[config.mk]
export PLATFORM = sky130hd
export DESIGN_NAME = mult_iter
export DESIGN_NICKNAME = d
export VERILOG_FILES = /design/src/rtl/mult_iter.sv
export SDC_FILE = /design/constraint.sdc
export NUM_CORES = 2
export LEC_CHECK = 0
export ABC_CLOCK_PERIOD_IN_PS = 36400
export CAP_MARGIN = 40
export CORE_MARGIN = 2
export CORE_UTILIZATION = 56
export CTS_CLUSTER_DIAMETER = 40
export DETAILED_ROUTE_END_ITERATION = 8
export PLACE_DENSITY = 0.74
export RECOVER_POWER = 100
export SLEW_MARGIN = 30
export SYNTH_ARGS = -nofsm -noshare
export SYNTH_HDL_FRONTEND = slang
export SYNTH_SLANG_ARGS = --single-unit
export TNS_END_PERCENT = 20
[constraint.sdc]
create_clock -name clk -period 36.4 [get_ports clk]
set_clock_uncertainty 0.15 [all_clocks]
set_input_delay 7.28 -clock clk [delete_from_list [all_inputs] [get_ports clk]]
set_output_delay 7.28 -clock clk [all_outputs]
set_load 0.1 [all_outputs]
[src/rtl/mult_iter.sv]
// mult_iter: iterative WIDTH x WIDTH multiplier retiring BPC multiplier bits per
// cycle. Operands are captured as magnitudes plus a product sign, accumulated
// into a 2*WIDTH-bit register over K = WIDTH/BPC cycles, then sign-corrected.
// LO mode returns the low half and the HI_* modes return the high half.
module mult_iter #(
    parameter int WIDTH = 64,
    parameter int BPC   = 4
) (
    input  logic             clk,
    input  logic             rst,
    input  logic             in_valid,
    output logic             in_ready,
    input  logic [WIDTH-1:0] in_a,
    input  logic [WIDTH-1:0] in_b,
    input  logic [1:0]       in_mode,
    output logic             out_valid,
    input  logic             out_ready,
    output logic [WIDTH-1:0] out_y,
    output logic             busy
);

    localparam int K  = WIDTH / BPC;
    localparam int CW = (K > 1) ? $clog2(K) : 1;
    localparam int W2 = 2 * WIDTH;

    generate
        if (BPC < 1 || WIDTH % BPC != 0) begin : g_bad_bpc
            $error("mult_iter: WIDTH must be a positive multiple of BPC");
        end
    endgenerate

    typedef enum logic [1:0] {
        IDLE = 2'd0,
        BUSY = 2'd1,
        DONE = 2'd2
    } state_t;

    state_t state;
    state_t state_nxt;

    logic [W2-1:0]    mcand_sh;   // multiplicand magnitude, pre-shifted to current digit
    logic [WIDTH-1:0] mplier;     // remaining multiplier magnitude bits, LSB digit first
    logic [W2-1:0]    acc;
    logic [CW-1:0]    cnt;
    logic             neg;
    logic             hi_sel;
    logic [WIDTH-1:0] y_reg;

    logic             accept;
    logic             last;
    logic             a_signed;
    logic             b_signed;
    logic             a_neg;
    logic             b_neg;
    logic [WIDTH-1:0] a_mag;
    logic [WIDTH-1:0] b_mag;
    logic [W2-1:0]    partial;
    logic [W2-1:0]    acc_sum;
    logic [W2-1:0]    prod_final;

    assign in_ready  = (state == IDLE) && !rst;
    assign accept    = in_valid && in_ready;
    assign last      = (state == BUSY) && (cnt == CW'(K - 1));
    assign out_valid = (state == DONE);
    assign busy      = (state != IDLE);
    assign out_y     = y_reg;

    // Convert operands to magnitude form; the most negative value negates to
    // itself, which read as unsigned is exactly its magnitude 2^(WIDTH-1).
    always_comb begin
        a_signed = in_mode[1];
        b_signed = (in_mode == 2'b10);
        a_neg    = a_signed && in_a[WIDTH-1];
        b_neg    = b_signed && in_b[WIDTH-1];
        a_mag    = a_neg ? ('0 - in_a) : in_a;
        b_mag    = b_neg ? ('0 - in_b) : in_b;
    end

    // Partial product for the current BPC-bit digit, built from shifted adds.
    always_comb begin
        partial = '0;
        for (int unsigned j = 0; j < BPC; j++) begin
            if (mplier[j]) begin
                partial = partial + (mcand_sh << j);
            end
        end
        acc_sum    = acc + partial;
        prod_final = neg ? ('0 - acc_sum) : acc_sum;
    end

    // Next-state logic for the IDLE -> BUSY -> DONE -> IDLE handshake cycle.
    always_comb begin
        state_nxt = state;
        case (state)
            IDLE: if (accept)    state_nxt = BUSY;
            BUSY: if (last)      state_nxt = DONE;
            DONE: if (out_ready) state_nxt = IDLE;
            default:             state_nxt = IDLE;
        endcase
    end

    // State register.
    always_ff @(posedge clk or posedge rst) begin
        if (rst) begin
            state <= IDLE;
        end else begin
            state <= state_nxt;
        end
    end

    // Datapath: capture operands on accept, accumulate one digit per BUSY
    // cycle, and load the selected, sign-corrected half on the final digit.
    always_ff @(posedge clk or posedge rst) begin
        if (rst) begin
            mcand_sh <= '0;
            mplier   <= '0;
            acc      <= '0;
            cnt      <= '0;
            neg      <= 1'b0;
            hi_sel   <= 1'b0;
            y_reg    <= '0;
        end else begin
            if (accept) begin
                mcand_sh <= {{WIDTH{1'b0}}, a_mag};
                mplier   <= b_mag;
                acc      <= '0;
                cnt      <= '0;
                neg      <= a_neg ^ b_neg;
                hi_sel   <= (in_mode != 2'b00);
            end else if (state == BUSY) begin
                acc      <= acc_sum;
                mcand_sh <= mcand_sh << BPC;
                mplier   <= mplier >> BPC;
                cnt      <= cnt + CW'(1);
                if (last) begin
                    y_reg <= hi_sel ? prod_final[W2-1:WIDTH] : prod_final[WIDTH-1:0];
                end
            end
        end
    end

endmodule

; ---- Word level (Yosys, flattened, before mapping)
; Index checks and enable logic that the tools add are counted.
[op_classes]
addsub = 8
n_eq_ne = 7
muxes = 20
bitwise_logic = 2
n_reduce_logical = 12
[ops]
columns = op, n
row1 = 128-bit two-way mux, 9
row2 = 128-bit adder, 4
row3 = 64-bit two-way mux, 5
row4 = 1-bit by 128-bit subtractor with 128-bit output (first input constant), 1
row5 = 1-bit by 64-bit subtractor with 64-bit output (first input constant), 2
row6 = 4-bit two-way mux, 2
row7 = 2-bit two-way mux, 3
row8 = 2-bit case mux with 3 select lines, 1
row9 = 3-bit AND reduction, 2
row10 = 2-bit nonzero test, 3
row11 = 1-bit logical AND, 5
row12 = 4-bit by 1-bit adder with 4-bit output (second input constant), 1
row13 = 2-bit equality test (second input constant), 2
row14 = 4-bit equality test (second input constant), 1
row15 = 2-bit != test (second input constant), 2
row16 = 2-bit by 1-bit equality test with 1-bit output (second input constant), 1
row17 = 2-bit logical NOT, 1
row18 = 2-bit by 1-bit != test with 1-bit output (second input constant), 1
row19 = 1-bit logical NOT, 1
row20 = 1-bit inverter, 1
row21 = 1-bit XOR, 1
[totals]
reg_bits = 392
output_inout_bits = 67

; ---- Logic depth before layout (Yosys ltp)
[depth]
word_depth = 11
mapped_depth = 81
mapped_depth_nobuf = 72

; ---- Worst setup path before layout
; OpenSTA, ideal clock, no wires.
[synth_timing]
kind = input to output
start = input port rst
end = output port in_ready
arrival_time_ps = 8581
slack_ps = 20389
cell_stages = 1
path_buffers = 0
cell_sequence = nor2_1
[synth_via]
elab_chain_len = 2
[synth_lines]
columns = element, line
row1 = from (decl), 10  ; input logic rst,
row2 = 1-bit logical NOT (no line), -
row3 = 1-bit logical AND, 61  ; assign in_ready = (state == IDLE) && !rst;
row4 = to (decl), 12  ; output logic in_ready,
; No other way between the ends.

; ---- Worst setup path after layout
[layout_timing]
start = register mplier[0]
end = register y_reg[56], in the netlist out_y[56]
[layout_via]
elab_chain_len = 11
[layout_lines]
columns = element, line
row1 = from (decl), 42  ; logic [WIDTH-1:0] mplier;
row2 = from (signal assigned), 125  ; mplier <= b_mag;
row3 = from (signal assigned), 133  ; mplier <= mplier >> BPC;
row4 = 128-bit two-way mux *, 83  ; if (mplier[j]) begin
row5 = 128-bit adder, 84  ; partial = partial + (mcand_sh << j);
row6 = 128-bit two-way mux *, 83
row7 = 128-bit adder, 84
row8 = 128-bit two-way mux *, 83
row9 = 128-bit adder, 84
row10 = 128-bit two-way mux *, 83
row11 = 128-bit adder *, 87  ; acc_sum = acc + partial;
row12 = 1-bit by 128-bit subtractor with 128-bit output, 88  ; prod_final = neg ? ('0 - acc_sum) : acc_sum;
row13 = 128-bit two-way mux *, 88
row14 = 64-bit two-way mux *, 136  ; y_reg <= hi_sel ? prod_final[W2-1:WIDTH] : prod_final[WIDTH-1:0];
row15 = to (signal assigned), 136
row16 = to (decl), 47  ; logic [WIDTH-1:0] y_reg;
; Mark *: on every way between the ends. The rest lies on a longest branch, timed or not.
; A chain may end at the register's enable or synchronous reset.

==> out/metrics.cfg <==
[outcome]
outcome=finished with violations
violations=capacitance limit, slew limit

[timing]
fmaxAchievable_mhz=40.9
min_period_over_period_pct=67.2
min_period_ns=24.46
relSlewSlack_pct=-431
fin_tns_setup_ns=0
tightest_slew_ns=7.96
setup_violations=0
slew_viol_final=1033
hold_viol=0
rsz0062_at_grt=no
fin_ws_ns=11.94

[run]
maxCapViolations=18

[global_routing]
grt_pass1_wl_um=336000
grt_pass1_vias=57625
use_met3_pct=5.84
antenna_found_initial=5
grt_max_degree=195
overflow=0
top_usage_layer=met2
use_met2_pct=59.7
grtUsageTotal_pct=39.4
grtUsageMet1_pct=57.3

[die]
core-area_um2=103000
row_count=118
start_util_pct=56.3
ioPinCount=201
die_w_um=326
die_y_um=326
dieArea_um2=106000

[clocking]
clkTransAtPathRegs_ns=0.06
cts_tree=yes
ctsHoldBuffers=0
insertion_delay_ns=0.69
cts_made_buffers=82
post_cts_resized=0
clock_sinks=392
root_buffer=clkbuf_16
ctsLongestPathBuffers=3
post_cts_buffers=0
htreeDepth=3

[route]
vias=63233
drt_first_pass_iters=8
drt_wl_total_um=219000
ant_nets=0
drt_iter0_drc=7154
wl_per_cell_um=22.9
drc_errors=0
routed_via_density=6.60

[layout]
finalNonFillerCells=9577
nets=8773
diodes=0
area_growth_pct=10.9
drive_gt1_share_pct=5.73
stdcell_area_um2=64500

[synthesis]
synth.most_common_cell=nand2_1
syn_nets=8827
yosysWarnings=0
synthTopCellsByCount=nand2_1, a21oi_1, o21ai_0, nor2_1, ha_1
synth_cell_types=128
netlist_area_um2=58200
synthFlopType=dfrtp_1
yosysSeqAreaShare_pct=16.9
ys_ff_latch=392
async_flop_share_pct=100
synth_edf_count=0
synthTopCellsByArea=dfrtp_1, ha_1, a21oi_1
synth_top_area_cell=dfrtp_1
syn_inst=8182
synth_top_area_share_pct=16.9
avgSynthCellArea_um2=7.11

[placement]
place_congestion=1.08
dpl.hpwl_um=172000
post-place-ws_ns=19.94
portBuffers=200
place_inst=9411
placed_area_um2=62200

[critical_path]
worst-path-max-fanout=194
r2r-start=mplier[0]$_DFFE_PP0P_
slowest_delay_ns=5.44
crit_type=flop to flop
required_ns=36.81
worstPathArrival_ns=24.87
slowest_stage=clkbuf_1
worstSetupEndpointType=flop
crit_path_frequent_cell=o21ai_0
critPathLaunch=mplier[0]$_DFFE_PP0P_
crit_path_start_kind=flop

[worst_hold_path]
hold_start=out_y[58]$_DFFE_PP0P_
hp-class=flop to flop

-- registers in the layout, summed over array words and instances (netlist names) --
name and cells:
out_y 64, state 2, neg 1, mcand_sh 128
cnt 4, mplier 64, acc 128, hi_sel 1
-- final timing paths --
path | to | slack (ns) | cells past startpoint
setup / recovery | out_y[56]$_DFFE_PP0P_ | 11.94 | 57
hold / removal | out_y[58]$_DFFE_PP0P_ | 0.32 | 1
setup reg to reg | out_y[56]$_DFFE_PP0P_ | 11.94 | 57
hold reg to reg | out_y[58]$_DFFE_PP0P_ | 0.32 | 1
max in group asynchronous | mcand_sh[71]$_DFFE_PP0P_ | 18.07 | 7
min in group asynchronous | state[1]$_DFFE_PP0P_ | 8.17 | 2
-- per-layer routing --
layer | share of wire, % | vias to the layer above
met5 | 0 | -
met4 | 3.4 | 0
met3 | 8.7 | 369
met2 | 43 | 2856
met1 | 45 | 30262
li1 | - | 29746
-- metrics by stage --
stage	hold WS (ns)	utilization (%)
2_1_floorplan	0.306	-
3_3_place_gp	0.310	58.6
3_5_place_dp	0.315	60.2
4_1_cts	0.328	63.1
5_1_grt	0.355	62.4
6_report	0.324	62.4
-- logic make-up after synthesis --
kind of cell             after synthesis  synth area share, %
adder cells (fa/ha/maj)              513                 11.1
AO/OA/AOI/OAI                       2945                 31.4
multiplexers                         142                 2.72
flip-flops                           392                 16.9
buffers and inverters                714                 4.73
XOR/XNOR                             713                 10.8
AND/OR/NAND/NOR                     2763                 22.4
-- cell type report --
| type | count | area [µm²] |
|---|---|---|
| Clock inverter | 46 | 718 |
| Tap cell | 1380 | 1730 |
| Sequential cell | 392 | 9830 |
| Fill cell | 9595 | 38800 |
| Clock buffer | 107 | 2290 |
| Inverter | 200 | 752 |
| Multi-Input combinational cell | 7076 | 45500 |
| Timing Repair Buffer | 376 | 3670 |
-- layout by cell type (no fill, tap or decap), types with 225 or more instances in the layout --
cell / count
nand2_1: 1056
a21oi_1: 905
xor2_1: 332
ha_1: 507
dfrtp_1: 387
nor2_1: 619
a21o_1: 314
xnor2_1: 380
nand3_1: 225
o21ai_0: 803
-- critical path, delay by kind of cell (launching register included) --
| kind | cells | cell delay (ns) |
|---|---|---|
| xor gates and xnor gates | 3 | 1.36 |
| muxes | 3 | 0.76 |
| and+or+nand+nor | 24 | 7.16 |
| adders and majority gates | 3 | 1.34 |
| buffers and inverters | 5 | 7.30 |
| AOI/OAI and AO/OA | 19 | 4.48 |
| DFF | 1 | 1.45 |
Power is not shown: default switching activity piles up to over one toggle a cycle in this logic, so the estimate is an artifact.
